## src/rtl/instr_decode_stage.sv

```systemverilog
// Registered instruction-decode stage: valid/ready input, one-entry output register,
// opcode -> type decode with illegal flag, immediate extraction, saturating beat counters.
module instr_decode_stage #(
  parameter int B   = 32,
  parameter int N   = 8,
  parameter int OPW = 6,
  parameter int RW  = 5,
  parameter int CW  = 16
) (
  input  logic          clk,
  input  logic          rst_n,
  input  logic          in_valid,
  output logic          in_ready,
  input  logic [N-1:0]  in_pc,
  input  logic [B-1:0]  in_instr,
  input  logic          flush,
  output logic          out_valid,
  input  logic          out_ready,
  output logic [N-1:0]  out_pc,
  output logic [1:0]    out_type,
  output logic          out_illegal,
  output logic [RW-1:0] out_rs,
  output logic [RW-1:0] out_rt,
  output logic [RW-1:0] out_rd,
  output logic [B-1:0]  out_imm,
  output logic [CW-1:0] dec_count,
  output logic [CW-1:0] ill_count
);
  localparam int IW = B - OPW - 2*RW;

  if (!(OPW + 3*RW < B) || OPW < 2) begin : g_bad_params
    $error("instr_decode_stage: illegal field widths (need OPW + 3*RW < B and OPW >= 2)");
  end

  typedef struct packed {
    logic [N-1:0]  pc;
    logic [1:0]    typ;
    logic          ill;
    logic [RW-1:0] rs;
    logic [RW-1:0] rt;
    logic [RW-1:0] rd;
    logic [B-1:0]  imm;
  } beat_t;

  beat_t         beat_q, beat_d, dec;
  logic          out_valid_q, out_valid_d;
  logic [CW-1:0] dec_count_q, dec_count_d;
  logic [CW-1:0] ill_count_q, ill_count_d;
  logic [OPW-1:0] opcode;
  logic          accept, fire;

  assign in_ready = !flush && (!out_valid_q || out_ready);
  assign accept   = in_valid && in_ready;
  // A flushed beat is discarded, so it never counts as delivered.
  assign fire     = out_valid_q && out_ready && !flush;

  always_comb begin
    dec    = '0;
    opcode = in_instr[B-1 -: OPW];
    dec.pc = in_pc;
    dec.rs = in_instr[B-OPW-1 -: RW];
    dec.rt = in_instr[B-OPW-RW-1 -: RW];
    dec.rd = in_instr[B-OPW-2*RW-1 -: RW];
    if (opcode == OPW'(0)) begin
      dec.typ = 2'd0;
    end else if (opcode == OPW'(1)) begin
      dec.typ = 2'd1;
      dec.imm = {{(B-IW){in_instr[IW-1]}}, in_instr[IW-1:0]};
    end else if (opcode == OPW'(2)) begin
      dec.typ = 2'd2;
      dec.imm = {{OPW{1'b0}}, in_instr[B-OPW-1:0]};
    end else begin
      dec.typ = 2'd3;
      dec.ill = 1'b1;
    end
  end

  always_comb begin
    beat_d      = beat_q;
    out_valid_d = out_valid_q;
    dec_count_d = dec_count_q;
    ill_count_d = ill_count_q;
    if (accept) begin
      beat_d      = dec;
      out_valid_d = 1'b1;
    end else if (flush || out_ready) begin
      out_valid_d = 1'b0;
    end
    if (fire && dec_count_q != '1) dec_count_d = dec_count_q + CW'(1);
    if (fire && beat_q.ill && ill_count_q != '1) ill_count_d = ill_count_q + CW'(1);
  end

  always_ff @(posedge clk) begin
    if (!rst_n) begin
      beat_q      <= '0;
      out_valid_q <= 1'b0;
      dec_count_q <= '0;
      ill_count_q <= '0;
    end else begin
      beat_q      <= beat_d;
      out_valid_q <= out_valid_d;
      dec_count_q <= dec_count_d;
      ill_count_q <= ill_count_d;
    end
  end

  assign out_valid   = out_valid_q;
  assign out_pc      = beat_q.pc;
  assign out_type    = beat_q.typ;
  assign out_illegal = beat_q.ill;
  assign out_rs      = beat_q.rs;
  assign out_rt      = beat_q.rt;
  assign out_rd      = beat_q.rd;
  assign out_imm     = beat_q.imm;
  assign dec_count   = dec_count_q;
  assign ill_count   = ill_count_q;
endmodule

```

## config.mk

```make
export PLATFORM = sky130hd
export DESIGN_NAME = instr_decode_stage
export DESIGN_NICKNAME = d
export VERILOG_FILES = /design/src/rtl/instr_decode_stage.sv
export SDC_FILE = /design/constraint.sdc
export NUM_CORES = 1
export LEC_CHECK = 0
export CAP_MARGIN = 0
export CORE_MARGIN = 5
export CORE_UTILIZATION = 40
export CTS_CLUSTER_SIZE = 10
export DETAILED_ROUTE_END_ITERATION = 12
export PLACE_DENSITY = 0.76
export SYNTH_ARGS = -nofsm -noshare
export SYNTH_HDL_FRONTEND = slang
export SYNTH_SLANG_ARGS = --single-unit
```

## constraint.sdc

```tcl
create_clock -name clk -period 1.8 [get_ports clk]
set_clock_uncertainty 0.05 [all_clocks]
set_input_delay 0.18 -clock clk [delete_from_list [all_inputs] [get_ports clk]]
set_output_delay 0.18 -clock clk [all_outputs]
set_load 0.02 [all_outputs]
```

==> results of run 1 <==
-- cells in the mapped netlist (2+ instances only) --
cell	n
o2bb2ai_1	10
dfxtp_1	86
nor3_1	8
buf_4	6
mux2i_1	5
nor4_4	2
buf_6	2
nand4_1	9
nor2_1	13
a211oi_1	5
and3_1	6
a21oi_1	68
a31oi_1	3
or3_1	6
clkbuf_1	17
nand3_2	2
nand2b_1	5
nand3_1	30
and4_1	4
o31a_1	3
nor4_1	6
nand2_1	81
o21a_1	3
buf_2	4
inv_1	5
o21ai_0	6
or4_1	11
o211ai_1	2
o31ai_1	12
ha_1	2
-- area by class of cell --
class	count	area, um2	area share (%)
repair buffers	178	1740	30.6
inverters	5	18.8	0.330
clock buffers	10	128	2.25
flip-flops and latches	86	1730	30.4
multi-input cells	318	1860	32.7
well taps	111	139	2.44
clock inverters	6	70.1	1.23
-- flip-flops by register name (all words and copies together) (netlist names) --
signal / flops
out_rt: 5
out_pc: 8
out_imm: 27
out_rd: 5
out_illegal: 1
out_type: 2
dec_count: 16
ill_count: 16
out_rs: 5
out_valid: 1
-- metal layers --
| metal | vias up | GRT usage (%) | wire length, um |
|---|---|---|---|
| met5 | - | 0 | 0 |
| li1 | 1913 | - | - |
| met2 | 121 | 33.1 | 5740 |
| met3 | 16 | 3.52 | 556 |
| met1 | 1825 | 25.0 | 4840 |
| met4 | 0 | 7.12 | 197 |
-- power by group --
| part | total, mW | leakage [nW] | switching, mW | internal, mW |
|---|---|---|---|---|
| clock network | 1.36 | 0.0895 | 0.712 | 0.652 |
| logic | 0.404 | 1.12 | 0.196 | 0.208 |
| registers | 1.95 | 0.699 | 0.0186 | 1.93 |
| total | 3.72 | 1.91 | 0.926 | 2.79 |
-- stage by stage --
step	util, %	power (mW)
after floorplan	-	2.16
after global placement	59.6	2.40
after detailed placement	59.6	2.40
after CTS	61.7	3.76
after global routing	62.1	3.87
final	62.1	3.72
-- critical path, cell delays in order, from the launching register on --
cell     delay (ns)
dfxtp_2        0.35
ha_2           0.20
nand4_1        0.18
nor4_4         0.07
buf_4          0.18
or4_1          0.49
a21oi_1        0.15
-- how the worst max path moves through the flow --
stage | startpoint | end | slack [ns] | cells after the start
floorplan | ill_count[0] | ill_count[3] | 0.002 | 6
global placement | flush | dec_count[11] | -0.16 | 5
detailed placement | flush | ill_count[5] | -0.24 | 6
CTS | dec_count[1] | dec_count[4] | 0.02 | 6
global route | dec_count[1] | dec_count[3] | -0.01 | 6
finish | dec_count[1] | dec_count[3] | 0.06 | 6
-- what timing repair did --
| item | in CTS | in global routing |
|---|---|---|
| setup endpoints to repair | 1 | 16 |
| resized for setup | 1 | 7 |
| pin swaps | 0 | 3 |
| setup buffers | 0 | 1 |
-- cells by family after synthesis --
group,share of synthesized area (%)
adders and majority gates,0.671
xor gates and xnor gates,0.470
DFF,46.2
buffers and inverters,4.66
and+or+nand+nor,27.8
AOI/OAI and AO/OA,18.9
muxes,1.34
==> results.py, run 1 <==
metrics = {
    "outcome": {
        "outcome": "completed",
    },
    "hold_path": {
        "min-delay-start": "in_pc[4]",
        "hold_path.class": "input pin to flop",
        "min_path_cells": 3,
        "hold-path-endpoint": "out_pc[4]",
    },
    "place": {
        "dp_hpwl_mm": 8.43,
        "place_area_um2": 5450,
        "dp_cells": 697,
        "io_buffers": 136,
        "place_congestion": 0.816,
        "place_ws_ns": -0.236,
    },
    "sta": {
        "period_needed_ns": 1.74,
        "holdWs_ns": 0.319,
        "worst_pin_slew_ns": 0.670,
        "fmax_ghz": 0.574,
        "period_share_pct": 96.9,
        "drv_slew": 0,
        "finalSetupTns_ns": 0,
        "fin_ws_ns": 0.0566,
        "finalHoldViolCount": 0,
        "setup_violations": 0,
        "timing.slew.headroom_pct": 55.2,
    },
    "detailed_routing": {
        "wl_mm": 11.3,
        "ant_nets": 0,
        "via_count": 3875,
        "via_per_inst": 5.43,
        "drc_errors": 0,
        "drt_iter0_drc": 158,
        "first_pass_iters": 4,
        "detail_route.wl_per_cell_um": 15.9,
    },
    "synthesis": {
        "synthesis.nets": 486,
        "synth.distinct_cells": 47,
        "synth_area_um2": 3730,
        "synth_top_cell_area_share_pct": 46.2,
        "async_flop_share_pct": 0,
        "yosysTopAreaCell": "dfxtp_1",
        "ys_ff_latch": 86,
        "synthCells": 439,
        "synth_edf_count": 0,
        "synthFlopType": "dfxtp_1",
        "ys.warnings.count": 0,
        "syn_avg_cell_area_um2": 8.49,
        "ys_seq_area_share_pct": 46.2,
        "ys_top_cells_by_area": "dfxtp_1 (46%), a21oi_1 (9.1%), nand2_1 (8.2%), nand3_1 (4.0%), o31ai_1 (2.4%)",
    },
    "global_route": {
        "antenna_found_initial": 0,
        "grt_pass1_wl_mm": 18.3,
        "gr-total-overflow": 0,
        "grt_max_degree": 37,
        "grt_pass1_vias": 3726,
        "grt_usage_pct": 19.6,
    },
    "cts": {
        "cts.htree.levels": 3,
        "cts-root-buf": "clkbuf_8",
        "numClockSinks": 86,
        "cts_made_buffers": 9,
        "cts.hold.buffers_added": 0,
        "clk_pin_slew_ns": 0.09,
        "clk_latency_ns": 0.34,
        "ctsLongestPathBuffers": 2,
        "cts_tree": "built",
    },
    "job": {
        "max_cap_viol_count": 0,
    },
    "floorplanning": {
        "core-area_um2": 9150,
        "die-area_um2": 11400,
        "start_util_pct": 40.7,
        "num_io_pins": 137,
        "core.rowCount": 35,
        "die_h_um": 107,
        "die_x_um": 107,
    },
    "pwr": {
        "power.density_nw_per_um2": 655,
        "leakage_nw": 1.91,
        "vdd_drop_max_mv": 0.422,
    },
    "final_layout": {
        "final_common_cell": "clkdlybuf4s50_1",
        "n_antenna_cell": 0,
        "stdcell_area_um2": 5680,
        "layout-drive-gt1-share_pct": 13.6,
        "fillers": 808,
        "final_cells": 714,
        "area_growth_pct": 52.4,
        "final_cell_mix": "clkdlybuf4s50_1 (135), nand2_1 (81), dfxtp_1 (80)",
        "fin_nets": 645,
    },
    "setup_path": {
        "reg2regPathDepth": 6,
        "required_ns": 2.02,
        "r2r-start": "dec_count[1]",
        "reg2reg_slack_ns": 0.06,
        "cp.arrival_ns": 1.96,
        "end_kind": "flop",
        "worst-path-max-fanout": 11,
        "r2r_end": "dec_count[3]",
        "path_class": "flop to flop",
        "start_kind": "flop",
    },
}
(Power assumes the default switching activity.)
==> inputs of run 2 (changes only) <==
- ABC_AREA: unset -> 1
- CORE_UTILIZATION: 40 -> 41
==> results.py, run 2 <==
metrics = {
    "global_route": {
        "grt_usage_pct": 19.8,
        "antenna_found_initial": 0,
        "grt_pass1_wl_mm": 18.8,
        "gr-total-overflow": 0,
        "grt_max_degree": 42,
        "grt_pass1_vias": 4023,
    },
    "hold_path": {
        "min-delay-start": "in_pc[3]",
        "hold-path-endpoint": "out_pc[3]",
        "hold_path.class": "input pin to flop",
        "min_path_cells": 3,
    },
    "floorplanning": {
        "core-area_um2": 9640,
        "die_x_um": 109,
        "core.rowCount": 36,
        "start_util_pct": 41.4,
        "die-area_um2": 11800,
        "num_io_pins": 137,
        "die_h_um": 109,
    },
    "synthesis": {
        "synth_top_family_by_area": "simple AND/OR/NAND/NOR gates",
        "synthCells": 560,
        "synth_area_um2": 3990,
        "syn_avg_cell_area_um2": 7.12,
        "synth_top_cell_area_share_pct": 43.2,
        "async_flop_share_pct": 0,
        "ys_ff_latch": 86,
        "synthSimpleGateAreaFrac_pct": 31.4,
        "synth_mux_area_share_pct": 0,
        "synth_compound_area_share_pct": 14.1,
        "synth_most_common_cell": "nand2_1",
        "synthesis.nets": 607,
        "synth_edf_count": 0,
        "ys_seq_area_share_pct": 43.2,
        "synth_common_cells": "nand2_1 (153), dfxtp_1 (86), a21oi_1 (67), nor2_1 (52), inv_1 (39)",
        "synth.distinct_cells": 28,
        "ys_top_cells_by_area": "dfxtp_1 (43%), nand2_1 (14%), a21oi_1 (8.4%), nor2_1 (4.9%), nand3_1 (4.8%)",
        "yosysTopAreaCell": "dfxtp_1",
        "synthAdderAreaFrac_pct": 0.628,
        "ys.warnings.count": 0,
        "synthFlopType": "dfxtp_1",
        "synthXorXnorAreaFrac_pct": 2.64,
    },
    "detailed_routing": {
        "drt_iter0_drc": 175,
        "via_per_inst": 4.96,
        "via_count": 4168,
        "first_pass_iters": 4,
        "wl_mm": 11.5,
        "drc_errors": 0,
        "ant_nets": 0,
        "detail_route.wl_per_cell_um": 13.6,
    },
    "final_layout": {
        "fillers": 908,
        "largest_reg_flops": 27,
        "regArea_um2": 1720,
        "final_cell_mix": "nand2_1 (153), clkdlybuf4s50_1 (135), dfxtp_1 (86)",
        "layout-drive-gt1-share_pct": 10.5,
        "multiInputGateArea_um2": 1960,
        "fin_nets": 750,
        "area_growth_pct": 46.3,
        "stdcell_area_um2": 5830,
        "final_cells": 841,
        "final_common_cell": "nand2_1",
        "n_antenna_cell": 0,
    },
    "sta": {
        "worst_pin_slew_ns": 0.376,
        "period_share_pct": 94.6,
        "fmax_ghz": 0.587,
        "drv_slew": 0,
        "finalHoldViolCount": 0,
        "setup_violations": 0,
        "grt_setup_unrepaired": "false",
        "period_needed_ns": 1.70,
        "timing.slew.headroom_pct": 74.8,
        "fin_ws_ns": 0.0967,
        "finalSetupTns_ns": 0,
    },
    "pwr": {
        "pwr-share-comb_pct": 10.6,
        "leakage_nw": 2.12,
        "power_frac_seq_pct": 49.9,
        "switching_share_pct": 24.4,
        "p_sw_mw": 0.958,
        "vdd_drop_max_mv": 0.434,
        "p_int_mw": 2.97,
        "finalPower_mw": 3.93,
        "clockPowerShare_pct": 39.6,
        "power.density_nw_per_um2": 673,
    },
    "setup_path": {
        "path_depth": 1,
        "path_class": "flop to output port",
        "start_kind": "flop",
        "worst-path-max-fanout": 7,
        "crit_chain": "clkdlybuf4s50_1",
        "r2r_end": "ill_count[9]",
        "end_kind": "output port",
        "reg2reg_slack_ns": 0.18,
        "r2r-start": "ill_count[1]",
        "crit_family": "buffers and inverters",
        "slowest_delay_ns": 0.65,
        "path_buf_inv": 1,
        "slowest_stage": "clkdlybuf4s50_1",
        "reg2regPathDepth": 7,
        "required_ns": 1.57,
        "cp.arrival_ns": 1.47,
    },
    "place": {
        "place_ws_ns": 0.0454,
        "place_congestion": 0.838,
        "io_buffers": 136,
        "place_area_um2": 5580,
        "dp_hpwl_mm": 8.52,
        "dp_cells": 824,
    },
    "cts": {
        "cts-root-buf": "clkbuf_8",
        "cts_tree": "built",
        "cts.htree.levels": 3,
        "cts.hold.buffers_added": 0,
        "numClockSinks": 86,
        "cts_made_buffers": 9,
        "clk_pin_slew_ns": 0.09,
        "clk_latency_ns": 0.35,
        "ctsLongestPathBuffers": 2,
        "postCtsSetupRepairBufs": 0,
    },
    "outcome": {
        "outcome": "completed",
    },
    "job": {
        "max_cap_viol_count": 0,
    },
}
-- run 2: cell count changes after synthesis, sizes merged, moves of 10 or more --
cell and change:
nand4 +15, o21ai +19, or4 -12, o2bb2ai -10, inv +37, nor2 +45, nand2 +77, o31ai -12
-- run 2: area by class of cell --
class	instances	area share, %
Inverter	42	2.70
Timing Repair Buffer	162	27.3
Tap cell	133	2.85
Sequential cell	86	29.5
Clock inverter	6	1.61
Multi-Input combinational cell	402	33.7
Clock buffer	10	2.36
-- run 2: per-stage QoR --
step                      utilization [%]  hold WS, ns
after CTS                            60.3        0.301
after global placement               57.9        0.402
final                                60.5        0.317
after global routing                 60.5        0.313
after floorplan                         -        0.202
after detailed placement             57.9        0.404
-- run 2: cell families (layout without fill, tap and decap cells) --
logic type | count (synthesis) | after routing
fa+ha+maj | 2 | 2
compound gates | 102 | 103
simple gates | 285 | 285
buf+inv | 73 | 220
xor+xnor | 12 | 12
flops | 86 | 86
-- run 2: power by group through the flow --
| stage | Sequential, mW | Combinational (mW) | Clock (mW) |
|---|---|---|---|
| after detailed placement | 2.00 | 0.416 | 0 |
| after CTS | 1.96 | 0.416 | 1.59 |
| after floorplan | 2.05 | 0.133 | 0 |
| final | 1.96 | 0.415 | 1.55 |
| after global placement | 2.00 | 0.409 | 0 |
| after global routing | 1.96 | 0.448 | 1.67 |
-- run 2: worst max-delay path by stage --
| stage | slack, ns | to | start |
|---|---|---|---|
| 6_report | 0.1 | dec_count[12] | dec_count[12] |
| 5_1_grt | 0.009 | ill_count[3] | ill_count[0] |
| 4_1_cts | 0.05 | ill_count[9] | ill_count[1] |
| 3_5_place_dp | 0.05 | in_ready | out_ready |
| 3_3_place_gp | 0.05 | in_ready | out_ready |
| 2_1_floorplan | 0.11 | ill_count[10] | ill_count[0] |
-- run 2: what timing repair did --
item	4_1_cts	5_1_grt
gates cloned	0	1
resized for setup	1	2
pin swaps	0	1
setup endpoints to repair	1	21
-- run 2: worst reg2reg max path, delay by kind of cell, from the launching register on --
kind,cells,cell delay (ns)
fa+ha+maj,1,0.21
simple gates,4,0.49
flops,1,0.35
compound gates,2,0.48
-- run 2: per-layer routing --
metal | vias to the layer above | wire length [um] | global-route usage, %
li1 | 2111 | - | -
met4 | 0 | 369 | 9.20
met2 | 152 | 5200 | 31.1
met5 | - | 0 | 0
met1 | 1875 | 4850 | 24.3
met3 | 30 | 1030 | 6.93
